==> config.mk <==
export PLATFORM = sky130hd
export DESIGN_NAME = ascon_permutation_engine
export DESIGN_NICKNAME = d
export VERILOG_FILES = /design/src/rtl/ascon_pkg.sv /design/src/rtl/ascon_round.sv /design/src/rtl/ascon_permutation_engine.sv
export SDC_FILE = /design/constraint.sdc
export NUM_CORES = 2
export LEC_CHECK = 0
export ABC_AREA = 1
export BUFFER_PORTS_ARGS = -buffer_cell sky130_fd_sc_hd__buf_2
export CAP_MARGIN = 25
export CORE_ASPECT_RATIO = 0.6
export CORE_UTILIZATION = 50
export DETAILED_ROUTE_END_ITERATION = 7
export PLACE_DENSITY_LB_ADDON = 0.2
export SKIP_LAST_GASP = 1
export SLEW_MARGIN = 20
export SYNTH_ARGS = -nofsm -noshare
export SYNTH_HDL_FRONTEND = slang
export SYNTH_SLANG_ARGS = --single-unit
==> constraint.sdc <==
create_clock -name clk_i -period 2.1 [get_ports clk_i]
set_input_delay 0.105 -clock clk_i [delete_from_list [all_inputs] [get_ports clk_i]]
set_output_delay 0.105 -clock clk_i [all_outputs]
set_load 0.05 [all_outputs]
==> src/rtl/ascon_pkg.sv <==
// Shared types, constants and helpers for the Ascon permutation engine.
package ascon_pkg;

    localparam int AsconMaxRounds = 12;

    // Absolute round index 0..11 (12 is used only as a harmless past-the-end value).
    typedef logic [3:0] rnd_t;

    // x0 occupies the most significant 64 bits; bit 0 of x2 is where the constant lands.
    typedef struct packed {
        logic [63:0] x0;
        logic [63:0] x1;
        logic [63:0] x2;
        logic [63:0] x3;
        logic [63:0] x4;
    } ascon_state_t;

    typedef enum logic [1:0] {
        IDLE = 2'd0,
        RUN  = 2'd1,
        DONE = 2'd2
    } perm_fsm_t;

    // Round constant: high nibble counts down from F, low nibble is the index.
    function automatic logic [7:0] ascon_rc(input rnd_t i);
        logic [3:0] hi;
        hi = 4'hF - i;
        return {hi, i};
    endfunction

    function automatic logic [63:0] rotr64(input logic [63:0] v, input int unsigned n);
        return (v >> n) | (v << (64 - n));
    endfunction

endpackage

==> src/rtl/ascon_round.sv <==
// One combinational Ascon round: constant addition, S-box layer, linear diffusion.
module ascon_round
    import ascon_pkg::*;
(
    input  rnd_t         rnd_i,
    input  ascon_state_t state_i,
    output ascon_state_t state_o
);

    logic [63:0] w_a0, w_a1, w_a2, w_a3, w_a4;
    logic [63:0] w_b0, w_b2, w_b4;
    logic [63:0] w_c0, w_c1, w_c2, w_c3, w_c4;
    logic [63:0] w_d0, w_d1, w_d2, w_d3;

    // p_c then bitsliced 5-bit S-box then per-word rotate-xor diffusion.
    always_comb begin
        w_a0 = state_i.x0;
        w_a1 = state_i.x1;
        w_a2 = state_i.x2 ^ {56'd0, ascon_rc(rnd_i)};
        w_a3 = state_i.x3;
        w_a4 = state_i.x4;

        w_b0 = w_a0 ^ w_a4;
        w_b4 = w_a4 ^ w_a3;
        w_b2 = w_a2 ^ w_a1;

        w_c0 = w_b0 ^ (~w_a1 & w_b2);
        w_c1 = w_a1 ^ (~w_b2 & w_a3);
        w_c2 = w_b2 ^ (~w_a3 & w_b4);
        w_c3 = w_a3 ^ (~w_b4 & w_b0);
        w_c4 = w_b4 ^ (~w_b0 & w_a1);

        w_d1 = w_c1 ^ w_c0;
        w_d0 = w_c0 ^ w_c4;
        w_d3 = w_c3 ^ w_c2;
        w_d2 = ~w_c2;

        state_o.x0 = w_d0 ^ rotr64(w_d0, 19) ^ rotr64(w_d0, 28);
        state_o.x1 = w_d1 ^ rotr64(w_d1, 61) ^ rotr64(w_d1, 39);
        state_o.x2 = w_d2 ^ rotr64(w_d2, 1)  ^ rotr64(w_d2, 6);
        state_o.x3 = w_d3 ^ rotr64(w_d3, 10) ^ rotr64(w_d3, 17);
        state_o.x4 = w_c4 ^ rotr64(w_c4, 7)  ^ rotr64(w_c4, 41);
    end

endmodule

==> src/rtl/ascon_permutation_engine.sv <==
// Iterative Ascon-p[nr] engine, 1 or 2 rounds per clock, valid/ready on both sides.
// Handshake: a transfer happens on a rising edge where valid and ready are both high;
// out_valid_o/state_o stay stable until accepted, in_valid_i is ignored unless idle.
module ascon_permutation_engine
    import ascon_pkg::*;
#(
    parameter int UNROLL = 1
) (
    input  logic         clk_i,
    input  logic         rst_ni,
    input  logic         in_valid_i,
    output logic         in_ready_o,
    input  logic [3:0]   nr_i,
    input  ascon_state_t state_i,
    output logic         out_valid_o,
    input  logic         out_ready_i,
    output ascon_state_t state_o,
    output logic         busy_o
);

    if (UNROLL != 1 && UNROLL != 2) begin : g_bad_unroll
        $error("ascon_permutation_engine: UNROLL must be 1 or 2");
    end

    localparam rnd_t LastIdx = rnd_t'(AsconMaxRounds);

    perm_fsm_t    r_fsm, w_fsm_d;
    ascon_state_t r_work, r_out;
    rnd_t         r_idx;

    logic [3:0]   w_nr_eff;
    ascon_state_t w_s1, w_next;
    logic         w_two;
    rnd_t         w_step;
    logic         w_last;

    assign w_nr_eff = (nr_i > 4'd12) ? 4'd12 : nr_i;

    ascon_round u_round0 (
        .rnd_i   (r_idx),
        .state_i (r_work),
        .state_o (w_s1)
    );

    if (UNROLL == 2) begin : g_unroll2
        ascon_state_t w_s2;
        rnd_t         w_rem;
        // Second stage; its constant index is past-the-end only when it is bypassed.
        ascon_round u_round1 (
            .rnd_i   (r_idx + 4'd1),
            .state_i (w_s1),
            .state_o (w_s2)
        );
        assign w_rem  = LastIdx - r_idx;
        assign w_two  = (w_rem >= 4'd2);
        assign w_next = w_two ? w_s2 : w_s1;
    end else begin : g_unroll1
        assign w_two  = 1'b0;
        assign w_next = w_s1;
    end

    assign w_step = w_two ? 4'd2 : 4'd1;
    assign w_last = ((r_idx + w_step) == LastIdx);

    assign in_ready_o  = (r_fsm == IDLE);
    assign out_valid_o = (r_fsm == DONE);
    assign busy_o      = (r_fsm == RUN);
    assign state_o     = r_out;

    // State register.
    always_ff @(posedge clk_i or negedge rst_ni) begin
        if (!rst_ni) r_fsm <= IDLE;
        else         r_fsm <= w_fsm_d;
    end

    // Next-state logic.
    always_comb begin
        w_fsm_d = r_fsm;
        case (r_fsm)
            IDLE:    if (in_valid_i) w_fsm_d = (w_nr_eff == 4'd0) ? DONE : RUN;
            RUN:     if (w_last)     w_fsm_d = DONE;
            DONE:    if (out_ready_i) w_fsm_d = IDLE;
            default: w_fsm_d = IDLE;
        endcase
    end

    // Working state, round index and registered result.
    always_ff @(posedge clk_i or negedge rst_ni) begin
        if (!rst_ni) begin
            r_work <= '0;
            r_out  <= '0;
            r_idx  <= '0;
        end else begin
            case (r_fsm)
                IDLE: if (in_valid_i) begin
                    r_work <= state_i;
                    r_idx  <= LastIdx - w_nr_eff;
                    if (w_nr_eff == 4'd0) r_out <= state_i;
                end
                RUN: begin
                    r_work <= w_next;
                    r_idx  <= r_idx + w_step;
                    if (w_last) r_out <= w_next;
                end
                default: ;
            endcase
        end
    end

endmodule

==> results.sh, run 1 <==
export IMPL_port_buffers=650
export IMPL_synth_top_family_by_area="simple AND/OR/NAND/NOR gates"
export IMPL_cts_root_buf="clkbuf_16"
export IMPL_htreeDepth=3
export IMPL_syn_avg_cell_area_um2=6.486
export IMPL_syn_nets=7812
export IMPL_synth_xor_area_share_pct=6.041
export IMPL_synthSimpleGateAreaFrac_pct=45.72
export IMPL_stop_stage="global routing"
export IMPL_grt_usage_pct=94.83
export IMPL_placed_area_um2=64600
export IMPL_gp_congestion=1.229
export IMPL_io_pins=651
export IMPL_synthDistinctLibCells=28
export IMPL_cts_buffers=68
export IMPL_grt_max_degree=119
export IMPL_synth_area_um2=47700
export IMPL_synth_fa_ha_area_share_pct=3.410
export IMPL_grt_overflow_total=1969
export IMPL_start_util_pct=50.66
export IMPL_status="aborted with a tool error"
export IMPL_synth_warnings=0
export IMPL_ys_seq_area_share_pct=33.89
export IMPL_cts_sinks=646
export IMPL_clockBufferDepth=3
export IMPL_worst_endpoint="state_o[124]$_DFFE_PN0P_/D"
export IMPL_die_h_um=241.2
export IMPL_synth_area_mux_share_pct=0
export IMPL_synth_seq_cells=646
export IMPL_row_count=87
export IMPL_dp_hpwl_mm=234.9
export IMPL_die_w_um=400.7
export IMPL_syn_inst=7354
export IMPL_dpl_worst_slack_ps=-559.9
export IMPL_worstEpCategory="sequential cell input"
export IMPL_firstError="[ERROR GRT-0232] Routing congestion too high. Check the congestion heatmap in the GUI."
export IMPL_synth_compound_area_share_pct=4.564
-- Yosys cell counts --
cell	n	area, um^2
nand2_1	3307	12410
nand3_1	1339	6701
dfrtp_1	646	16170
inv_1	560	2102
o21ai_0	327	1637
or2_2	258	1614
xor2_1	190	1664
xnor2_1	139	1217
ha_1	130	1627
nand4_1	128	800.8
buf_2	96	480.5
clkbuf_1	91	341.6
a21boi_0	64	480.5
nand3b_1	29	217.7
buf_1	23	86.33
nor2_1	11	41.29
buf_4	3	22.52
inv_2	2	7.510
o31ai_1	2	15.01
a22oi_1	1	7.510
a31oi_1	1	6.260
nand2_2	1	6.260
nor2_2	1	6.260
nor3_1	1	5.000
o21ai_1	1	5.000
o221ai_1	1	8.760
o22a_1	1	8.760
o41ai_1	1	8.760
-- through the flow --
stage	cells	setup TNS [ps]	hold slack (ps)
after floorplan	7354	0	-190.6
after global placement	10522	-70650	95.45
after detailed placement	10522	-111810	99.98
after CTS	11070	-9999	1.885
-- layer usage --
metal	overflow	GRT usage [%]
met5	20	73.64
met4	525	99.70
met3	197	88.12
met2	1041	104.1
met1	186	91.70
-- cell families after synthesis --
family	after synthesis
xor+xnor	329
simple gates	5075
flops	646
buf+inv	775
fa+ha+maj	130
compound gates	399
-- what timing repair did --
item / in CTS
gates resized for setup: 1033
cloned: 15
setup buffers: 106
hold endpoints to repair: 1069
hold buffers: 326
endpoints found under the setup margin: 608
pin swaps: 227
==> inputs of run 2 (changes only) <==
--- a/config.mk
+++ b/config.mk
@@ -8,10 +8,9 @@
 export ABC_AREA = 1
 export BUFFER_PORTS_ARGS = -buffer_cell sky130_fd_sc_hd__buf_2
 export CAP_MARGIN = 25
-export CORE_ASPECT_RATIO = 0.6
-export CORE_UTILIZATION = 50
+export CORE_UTILIZATION = 35
 export DETAILED_ROUTE_END_ITERATION = 7
-export PLACE_DENSITY_LB_ADDON = 0.2
+export PLACE_DENSITY_LB_ADDON = 0.15
 export SKIP_LAST_GASP = 1
 export SLEW_MARGIN = 20
 export SYNTH_ARGS = -nofsm -noshare
==> constraint.sdc (replaced) <==
create_clock -name clk_i -period 2.7 [get_ports clk_i]
set_input_delay 0.135 -clock clk_i [delete_from_list [all_inputs] [get_ports clk_i]]
set_output_delay 0.135 -clock clk_i [all_outputs]
set_load 0.05 [all_outputs]
==> results.sh, run 2 <==
export IMPL_viasPerCell=5.409
export IMPL_required_ps=3270
export IMPL_cp_max_fo=6
export IMPL_finClkSkew_ps=45.82
export IMPL_grt_max_degree=145
export IMPL_worstMarginPinSlew_ps=935.4
export IMPL_syn_inst=7354
export IMPL_fmax_mhz=375.4
export IMPL_path_clk_slew_ps=60
export IMPL_synth_edff_count=0
export IMPL_synth_seq_cells=646
export IMPL_path_depth=12
export IMPL_synth_top_family_by_area="simple AND/OR/NAND/NOR gates"
export IMPL_area_delta_synth_final_pct=41.26
export IMPL_cp_arrival_ps=3230
export IMPL_fin_crit_sh_pct=98.65
export IMPL_path_buf_inv=2
export IMPL_slowest_stage="dfrtp_1"
export IMPL_grt_pass1_vias=53870
export IMPL_die_h_um=371.2
export IMPL_status="finished clean"
export IMPL_finalCriticalPeriod_ps=2663
export IMPL_synthSimpleGateAreaFrac_pct=45.72
export IMPL_cts_buffers=81
export IMPL_io_pins=651
export IMPL_grt_usage_pct=43.53
export IMPL_dr_pass1_iters=7
export IMPL_slew_viol_final=0
export IMPL_postLayoutCoreUtil_pct=49.80
export IMPL_rsz0062_at_grt="true"
export IMPL_htreeDepth=3
export IMPL_core_um2=135300
export IMPL_num_vias=59551
export IMPL_max_cap_viol_count=0
export IMPL_final_nets=9619
export IMPL_synth_area_um2=47700
export IMPL_drive_gt1_share_pct=22.03
export IMPL_synth_ff_type="dfrtp_1"
export IMPL_cts_root_buf="clkbuf_16"
export IMPL_relSlewSlack_pct=36.98
export IMPL_crit_chain="xnor2_1 > ha_1 > inv_1 > nand3_1 > nand2_1 > nand3_1 > nand2_1 > buf_12 > nand3_1 > nand3_1 > nand3_1 > nand2_1"
export IMPL_final_cell_mix="nand2_1 (3303), nand3_1 (1336), buf_4 (836)"
export IMPL_synth_warnings=0
export IMPL_gp_congestion=1.043
export IMPL_row_count=135
export IMPL_ant_nets=0
export IMPL_port_buffers=650
export IMPL_synth_fa_ha_area_share_pct=3.410
export IMPL_synth_xor_area_share_pct=6.041
export IMPL_n_fill_cell=13579
export IMPL_drtIter0Drc=6863
export IMPL_grt_antenna_before_repair=7
export IMPL_cpMostUsedCell="nand3_1"
export IMPL_yosys_area_top_type="dfrtp_1"
export IMPL_synth_top_area_share_pct=33.89
export IMPL_ys_seq_area_share_pct=33.89
export IMPL_multi_input_comb_area_um2=28610
export IMPL_setup_viol=0
export IMPL_end_kind="register"
export IMPL_worstSetupStartpointType="register"
export IMPL_synth_async_reset_ratio_pct=100.0
export IMPL_final_hold_viol_count=0
export IMPL_start_util_pct=35.25
export IMPL_synth_area_top_cells="dfrtp_1 (34%), nand2_1 (26%), nand3_1 (14%), inv_1 (4.4%), xor2_1 (3.5%)"
export IMPL_grt_overflow_total=0
export IMPL_synth_area_mux_share_pct=0
export IMPL_syn_nets=7812
export IMPL_die_w_um=371.2
export IMPL_cts_sinks=646
export IMPL_syn_avg_cell_area_um2=6.486
export IMPL_synthTopCellsByCount="nand2_1 (3307), nand3_1 (1339), dfrtp_1 (646)"
export IMPL_layout_commonest_cell="nand2_1"
export IMPL_grt_pass1_wl_mm=412.9
export IMPL_wire_per_inst_um=27.98
export IMPL_area_sequential_um2=16170
export IMPL_critical_path_class="register to register"
export IMPL_clockBufferDepth=3
export IMPL_r2r_cells=12
export IMPL_drc_errors=0
export IMPL_hold_class="primary input to async pin"
export IMPL_critical_path_top_delay_family="simple AND/OR/NAND/NOR gates"
export IMPL_routed_wl_mm=308.0
export IMPL_yosys_cell_count_top_type="nand2_1"
export IMPL_synth_compound_area_share_pct=4.564
export IMPL_cts_tree="done"
export IMPL_synthDistinctLibCells=28
export IMPL_insertion_delay_ps=730
export IMPL_die_area_um2=137800
export IMPL_dp_hpwl_mm=258.4
export IMPL_critPathMaxStageDelay_ps=440
## run 2: area by class of cell
type                       count  area share [%]
tap                         1781           3.307
inverter                     562           3.153
multi-input combinational   5933           42.46
clock buffer                 106           3.358
clock inverter                41          0.9081
antenna                        3         0.01114
sequential                   646           23.99
timing repair buffer        1937           22.80
## run 2: timing repair
action,in CTS,in global routing
hold endpoints to repair,760,0
cloned,0,0
buffers inserted,0,1
hold buffers,320,0
resized for setup,1,16
setup endpoints to repair,2,37
pin swaps,0,1
## run 2: path summary, 6_finish.rpt
check / startpoint / end / slack, ps
worst max-delay path: r_idx[1]$_DFFE_PN0P_ / r_work[297]$_DFFE_PN0P_ / 40
worst min register to register: state_o[315]$_DFFE_PN0P_ / state_o[315]$_DFFE_PN0P_ / 470
worst max register to register: r_idx[1]$_DFFE_PN0P_ / r_work[297]$_DFFE_PN0P_ / 40
max in group asynchronous: rst_ni / r_work[293]$_DFFE_PN0P_ / 1570
min in group clk_i: state_i[17] / r_work[17]$_DFFE_PN0P_ / 30
worst min-delay path: rst_ni / state_o[136]$_DFFE_PN0P_ / 20
## run 2: per-stage QoR
stage	setup WS (ps)	hold slack, ps	instance area [um^2]	std cells	setup TNS, ps
after floorplan	563.0	-160.6	47700	7354	0
after detailed placement	4.732	201.5	61190	10538	0
after global placement	25.64	195.7	61190	10538	0
after CTS	34.10	8.368	67270	11005	0
final	36.52	19.67	67380	11009	0
after global routing	-44.99	15.92	67370	11006	-101.0
## run 2: cell families after synthesis
family,Yosys count
and+or+nand+nor,5075
buffers and inverters,775
DFF,646
AOI/OAI and AO/OA,399
xor gates and xnor gates,329
adders and majority gates,130
## run 2: layer usage
layer | part of all wire [%] | GRT usage [%] | up-vias
li1 | - | - | 27289
met1 | 40 | 55.84 | 28721
met2 | 43 | 65.63 | 2994
met3 | 8.8 | 8.197 | 541
met4 | 8.3 | 30.90 | 6
met5 | 0.018 | 0 | -
Power of run 2 is not shown: default switching activity piles up to over one toggle a cycle in this logic, so the estimate is an artifact.
